## src/rtl/uart_pkg.sv

```systemverilog
// uart_pkg
// Shared definitions for the UART receive FIFO:
//   - default FIFO geometry (depth, pointer width, almost-full threshold)
//   - capture FSM state encodings (plain 2-bit constants)
package uart_pkg;

    localparam int UART_DEPTH_DEF = 16;
    localparam int UART_AW_DEF    = 4;
    localparam int UART_AFULL_DEF = 12;

    // Capture FSM: wait for a byte, hold it until it can be stored,
    // then acknowledge the receiver until its next enable strobe.
    localparam logic [1:0] ST_IDLE = 2'd0;
    localparam logic [1:0] ST_PEND = 2'd1;
    localparam logic [1:0] ST_ACK  = 2'd2;

endpackage : uart_pkg

```

## src/rtl/fifo_ram.sv

```systemverilog
// fifo_ram
// DEPTH x 8 storage for the receive FIFO. One synchronous write port and
// one asynchronous read port, so the array maps onto distributed RAM and
// the FIFO head is available combinationally (first-word fall-through).
// Ports:
//   clk    in   write clock
//   we     in   write enable
//   waddr  in   write address
//   wdata  in   write data
//   raddr  in   read address
//   rdata  out  read data (combinational)
module fifo_ram #(
    parameter int DEPTH = 16,
    parameter int AW    = 4
) (
    input  logic          clk,
    input  logic          we,
    input  logic [AW-1:0] waddr,
    input  logic [7:0]    wdata,
    input  logic [AW-1:0] raddr,
    output logic [7:0]    rdata
);

    logic [7:0] mem [DEPTH];

    // No reset: contents are don't-care until written.
    always_ff @(posedge clk) begin
        if (we) begin
            mem[waddr] <= wdata;
        end
    end

    assign rdata = mem[raddr];

endmodule : fifo_ram

```

## src/rtl/uart_rx_fifo.sv

```systemverilog
// uart_rx_fifo
// Receive-side FIFO behind a UART receiver. A rising edge of uart_rxrecv
// captures uart_rxdata, the byte is written into the FIFO as soon as there
// is room, and uart_data_read then acknowledges the receiver until its next
// enable strobe. While the FIFO is full the byte waits and no acknowledge
// is given, so the receiver stays stalled and no data is lost.
// Ports:
//   clk_bus         in   sole clock
//   reset_n         in   asynchronous active-low reset
//   ce              in   receiver enable strobe
//   uart_rxdata     in   received byte
//   uart_rxrecv     in   byte-ready level from the receiver
//   uart_data_read  out  acknowledge to the receiver
//   rd_strobe       in   CPU pop request
//   flush           in   synchronous clear of FIFO contents
//   rd_data         out  head-of-FIFO byte, 8'h00 when empty
//   rx_avail        out  FIFO not empty
//   almost_full     out  count >= AFULL
//   count           out  occupancy 0..DEPTH
module uart_rx_fifo
    import uart_pkg::*;
#(
    parameter int DEPTH = UART_DEPTH_DEF,
    parameter int AW    = UART_AW_DEF,
    parameter int AFULL = UART_AFULL_DEF
) (
    input  logic          clk_bus,
    input  logic          reset_n,
    input  logic          ce,
    input  logic [7:0]    uart_rxdata,
    input  logic          uart_rxrecv,
    output logic          uart_data_read,
    input  logic          rd_strobe,
    input  logic          flush,
    output logic [7:0]    rd_data,
    output logic          rx_avail,
    output logic          almost_full,
    output logic [AW:0]   count
);

    localparam logic [AW:0] DEPTH_C = (AW+1)'(DEPTH);
    localparam logic [AW:0] AFULL_C = (AW+1)'(AFULL);

    logic [1:0]    state_q,  state_d;
    logic [7:0]    byte_q,   byte_d;
    logic          rxrecv_q;
    logic [AW-1:0] wr_ptr_q, wr_ptr_d;
    logic [AW-1:0] rd_ptr_q, rd_ptr_d;
    logic [AW:0]   count_q,  count_d;

    logic          rx_edge;
    logic          pop_en;
    logic          wr_en;
    logic [7:0]    ram_rdata;

    assign rx_edge = uart_rxrecv & ~rxrecv_q;
    assign pop_en  = rd_strobe & (count_q != '0) & ~flush;
    // A pop in the same cycle frees the slot, so a full FIFO still accepts
    // the pending byte when it is being read at the same time.
    assign wr_en   = (state_q == ST_PEND) & ~flush & ((count_q != DEPTH_C) | pop_en);

    always_comb begin
        state_d = state_q;
        byte_d  = byte_q;
        case (state_q)
            ST_IDLE: begin
                if (rx_edge) begin
                    state_d = ST_PEND;
                    byte_d  = uart_rxdata;
                end
            end
            // A flush drops the pending byte but still acknowledges it so
            // the receiver is released.
            ST_PEND: begin
                if (flush || wr_en) begin
                    state_d = ST_ACK;
                end
            end
            ST_ACK: begin
                if (ce) begin
                    state_d = ST_IDLE;
                end
            end
            default: state_d = ST_IDLE;
        endcase
    end

    always_comb begin
        wr_ptr_d = wr_ptr_q;
        rd_ptr_d = rd_ptr_q;
        count_d  = count_q;
        if (flush) begin
            wr_ptr_d = '0;
            rd_ptr_d = '0;
            count_d  = '0;
        end else begin
            if (wr_en) begin
                wr_ptr_d = wr_ptr_q + 1'b1;
            end
            if (pop_en) begin
                rd_ptr_d = rd_ptr_q + 1'b1;
            end
            case ({wr_en, pop_en})
                2'b10:   count_d = count_q + 1'b1;
                2'b01:   count_d = count_q - 1'b1;
                default: count_d = count_q;
            endcase
        end
    end

    always_ff @(posedge clk_bus or negedge reset_n) begin
        if (!reset_n) begin
            state_q  <= ST_IDLE;
            byte_q   <= 8'h00;
            rxrecv_q <= 1'b0;
            wr_ptr_q <= '0;
            rd_ptr_q <= '0;
            count_q  <= '0;
        end else begin
            state_q  <= state_d;
            byte_q   <= byte_d;
            rxrecv_q <= uart_rxrecv;
            wr_ptr_q <= wr_ptr_d;
            rd_ptr_q <= rd_ptr_d;
            count_q  <= count_d;
        end
    end

    fifo_ram #(
        .DEPTH (DEPTH),
        .AW    (AW)
    ) u_ram (
        .clk   (clk_bus),
        .we    (wr_en),
        .waddr (wr_ptr_q),
        .wdata (byte_q),
        .raddr (rd_ptr_q),
        .rdata (ram_rdata)
    );

    // All outputs decode from reset-cleared flops, so they drop to their
    // idle values as soon as reset_n falls.
    assign uart_data_read = (state_q == ST_ACK);
    assign rx_avail       = (count_q != '0);
    assign almost_full    = (count_q >= AFULL_C);
    assign rd_data        = rx_avail ? ram_rdata : 8'h00;
    assign count          = count_q;

endmodule : uart_rx_fifo
```

## config.mk

```make
export PLATFORM = sky130hd
export DESIGN_NAME = uart_rx_fifo
export DESIGN_NICKNAME = d
export VERILOG_FILES = /design/src/rtl/uart_pkg.sv /design/src/rtl/fifo_ram.sv /design/src/rtl/uart_rx_fifo.sv
export SDC_FILE = /design/constraint.sdc
export NUM_CORES = 1
export LEC_CHECK = 0
export ABC_AREA = 1
export CELL_PAD_IN_SITES_DETAIL_PLACEMENT = 1
export CELL_PAD_IN_SITES_GLOBAL_PLACEMENT = 1
export CORE_AREA = 2 2 130 132
export CTS_BUF_LIST = sky130_fd_sc_hd__clkbuf_4 sky130_fd_sc_hd__clkbuf_8
export DETAILED_ROUTE_END_ITERATION = 8
export DIE_AREA = 0 0 132 134
export DONT_BUFFER_PORTS = 1
export GPL_TIMING_DRIVEN = 0
export HOLD_SLACK_MARGIN = 0.02
export PLACE_DENSITY_LB_ADDON = 0.1
export SYNTH_ARGS = -nofsm -noshare
export SYNTH_HDL_FRONTEND = slang
export SYNTH_SLANG_ARGS = --single-unit
export TNS_END_PERCENT = 5
```

## constraint.sdc

```tcl
create_clock -name clk_bus -period 2.31 [get_ports clk_bus]
set_input_delay 0.3465 -clock clk_bus [delete_from_list [all_inputs] [get_ports clk_bus]]
set_output_delay 0.3465 -clock clk_bus [all_outputs]
set_load 0.05 [all_outputs]
```

==> impl_metrics.json <==
{
  "status": "finished, violations left",
  "violations": "negative setup slack",
  "setup_slack_ns": -0.114,
  "grt_pass1_vias": 4530,
  "crit_path_frequent_cell": "nand2_1",
  "gp_congestion": 0.766,
  "max-slew-margin-rel_pct": 36.6,
  "stdcell_area_um2": 7700,
  "cp_slowest_stage_delay_ns": 0.43,
  "core-area_um2": 16300,
  "hpwl_mm": 11.2,
  "insertion_delay_ns": 0.46,
  "final.setup.tns_ns": -0.657,
  "path_class": "reg -> out",
  "cp_top_family": "simple AND/OR/NAND/NOR gates",
  "syn-cell-area_um2": 6420,
  "clkTransAtPathRegs_ns": 0.08,
  "yosysTopAreaCell": "edfxtp_1",
  "grt_max_degree": 25,
  "synth_flop_cell": "edfxtp_1",
  "pre_cts_slack_ns": -0.485,
  "drt-pass1-iter-count": 5,
  "drtAntennaViolNets": 0,
  "rsz0062_at_grt": "true",
  "design_power_total_mw": 9.19,
  "peakVddDrop_v": 0.000827,
  "setup_viol": 8,
  "synth.net_count": 565,
  "internal-power_mw": 5.53,
  "start_util_pct": 39.4,
  "place_inst": 762,
  "synth_top_area_share_pct": 59.9,
  "worst_path_max_delay_cell": "dfrtp_1",
  "async_flop_share_pct": 15.8,
  "crit_cells": 9,
  "hold_path_class": "in -> reg",
  "cts_tree": "done",
  "diodes": 0,
  "grt_remaining_overflow": 0,
  "end_kind": "output pin",
  "rr_worst_depth": 12,
  "syn_area_per_cell_um2": 11.8,
  "final_nets": 601,
  "arrival_ns": 2.08,
  "finalNonFillerCells": 811,
  "worst_pin_slew_ns": 0.947,
  "cap_violations": 0,
  "yosysWarnings": 0,
  "boundaryPins": 30,
  "synthTopCellsByCount": "edfxtp_1 (128), nand2_1 (107), nor2_1 (67), o21ai_0 (39), a21oi_1 (37)",
  "rows": 47,
  "cp_num_buf_inv": 3,
  "place_area_um2": 6700,
  "p_per_area_nw_per_um2": 1190,
  "vias_per_cell": 5.19,
  "seqPwrFrac_pct": 41.7,
  "drv_slew": 0,
  "yosysSeqAreaShare_pct": 69.3,
  "period_share_pct": 105,
  "synth_most_common_cell": "edfxtp_1",
  "fin_util_pct": 47.3,
  "p_sw_mw": 3.67,
  "drtIter0Drc": 266,
  "cts_made_buffers": 17,
  "cts.path.max_buffers": 2,
  "clock.fmax_mhz": 412,
  "crit_chain": "inv_2 -> buf_8 -> buf_4 -> nand2_1 -> a21oi_1 -> nor3_2 -> nand2_1 -> nand2_1 -> nor2_4",
  "antenna_found_initial": 0,
  "drc_errors": 0,
  "drive_above_1_share_pct": 25.2,
  "crit_fanout": 7,
  "p_sw_share_pct": 39.9,
  "syn2layout_area_growth_pct": 20.1,
  "synthTopCellsByArea": "edfxtp_1 (60%), dfrtp_1 (9.4%), nand2_1 (6.3%)",
  "fin_skew_ns": 0.0116,
  "synthDistinctLibCells": 30,
  "io_buffers": 0,
  "grt_pass1_wl_mm": 26.3,
  "p_clk_share_pct": 24.9,
  "die-area_um2": 17700,
  "root_buffer": "clkbuf_8",
  "wirelength_mm": 17.1,
  "grt_usage_pct": 20.2,
  "die_w_um": 132,
  "pwr-share-comb_pct": 33.4,
  "power.static_leakage_nw": 2.74,
  "cts.sinks": 152,
  "wl_per_cell_um": 21.0,
  "hold_path_depth": 2,
  "vias": 4212,
  "htree_levels": 4,
  "hold-worst-slack_ns": 0.0820,
  "synth_edf_count": 128,
  "required_ns": 1.96,
  "synth-seq-cells": 152,
  "hold_viol_final": 0,
  "die_h_um": 134,
  "finalCriticalPeriod_ns": 2.42,
  "synth_cells": 542,
  "fillers": 1740,
  "startpoint_type": "register"
}
-- power groups by stage --
| stage | sequential [mW] | combinational, mW | clock (mW) |
|---|---|---|---|
| finish | 3.83 | 3.07 | 2.29 |
| global route | 3.87 | 3.32 | 2.46 |
| CTS | 3.83 | 2.98 | 2.33 |
| detailed placement | 3.88 | 2.53 | 0 |
| global placement | 3.86 | 2.44 | 0 |
| floorplan | 3.67 | 1.93 | 0 |
-- placed cells by master, fill, tap and decap left out, drive strengths merged, types with 9 or more instances in the layout --
cell	instances
o21ai	54
buf	27
nor3	9
a21oi	37
o22ai	16
clkbuf	21
nand3	18
dfrtp	24
inv	25
edfxtp	128
nand2	114
dlygate4sd3	10
nor2	67
-- cell type report --
type	instances	area (um^2)	share of cell area, %
Buffer	22	230	2.99
Clock buffer	19	262	3.39
Clock inverter	13	190	2.47
Inverter	22	92.6	1.20
Multi-Input combinational cell	346	2020	26.2
Sequential cell	152	4450	57.8
Tap cell	220	275	3.57
Timing Repair Buffer	17	186	2.42
-- per-layer routing --
| layer | up-vias | routed length (um) | global-route usage (%) |
|---|---|---|---|
| met5 | - | 0 | 0 |
| met4 | 0 | 161 | 5.56 |
| met3 | 12 | 762 | 4.20 |
| met2 | 81 | 8450 | 34.1 |
| met1 | 2138 | 7680 | 26.7 |
| li1 | 1981 | - | - |
-- path summary, 6_finish.rpt --
check / startpoint / to / slack (ns)
min: rd_strobe / rd_ptr_q[2] / 0.08
max reg2reg: count[4] / count[4] / 0.06
min reg2reg: wr_ptr_q[1] / wr_ptr_q[1] / 0.65
max: rd_ptr_q[0] / rd_data[2] / -0.11
max in group asynchronous: reset_n / count[4] / 1.80
min in group asynchronous: reset_n / rxrecv_q / 0.33
-- kinds of logic (layout without fill, tap and decap cells) --
group / after synthesis / after routing / synth area share, %
compound gates: 108 / 108 / 8.75
xor+xnor: 1 / 1 / 0.137
fa+ha+maj: 9 / 9 / 1.87
buf+inv: 44 / 93 / 3.53
flops: 152 / 152 / 69.3
mux: 16 / 16 / 2.65
simple gates: 212 / 212 / 13.8
-- flip-flops by register name, summed over array words and instances, names as in the netlist --
name,flops
byte_q,8
wr_ptr_q,4
count,5
rd_ptr_q,4
state_q,2
u_ram.mem,128
rxrecv_q,1
-- what timing repair did --
item | 4_1_cts | 5_1_grt
hold buffers | 11 | 0
resized for setup | 87 | 28
setup buffers | 4 | 1
pin swaps | 10 | 14
setup endpoints to repair | 141 | 123
hold endpoints to repair | 33 | 0
gates cloned | 0 | 1
(Power assumes the default switching activity.)
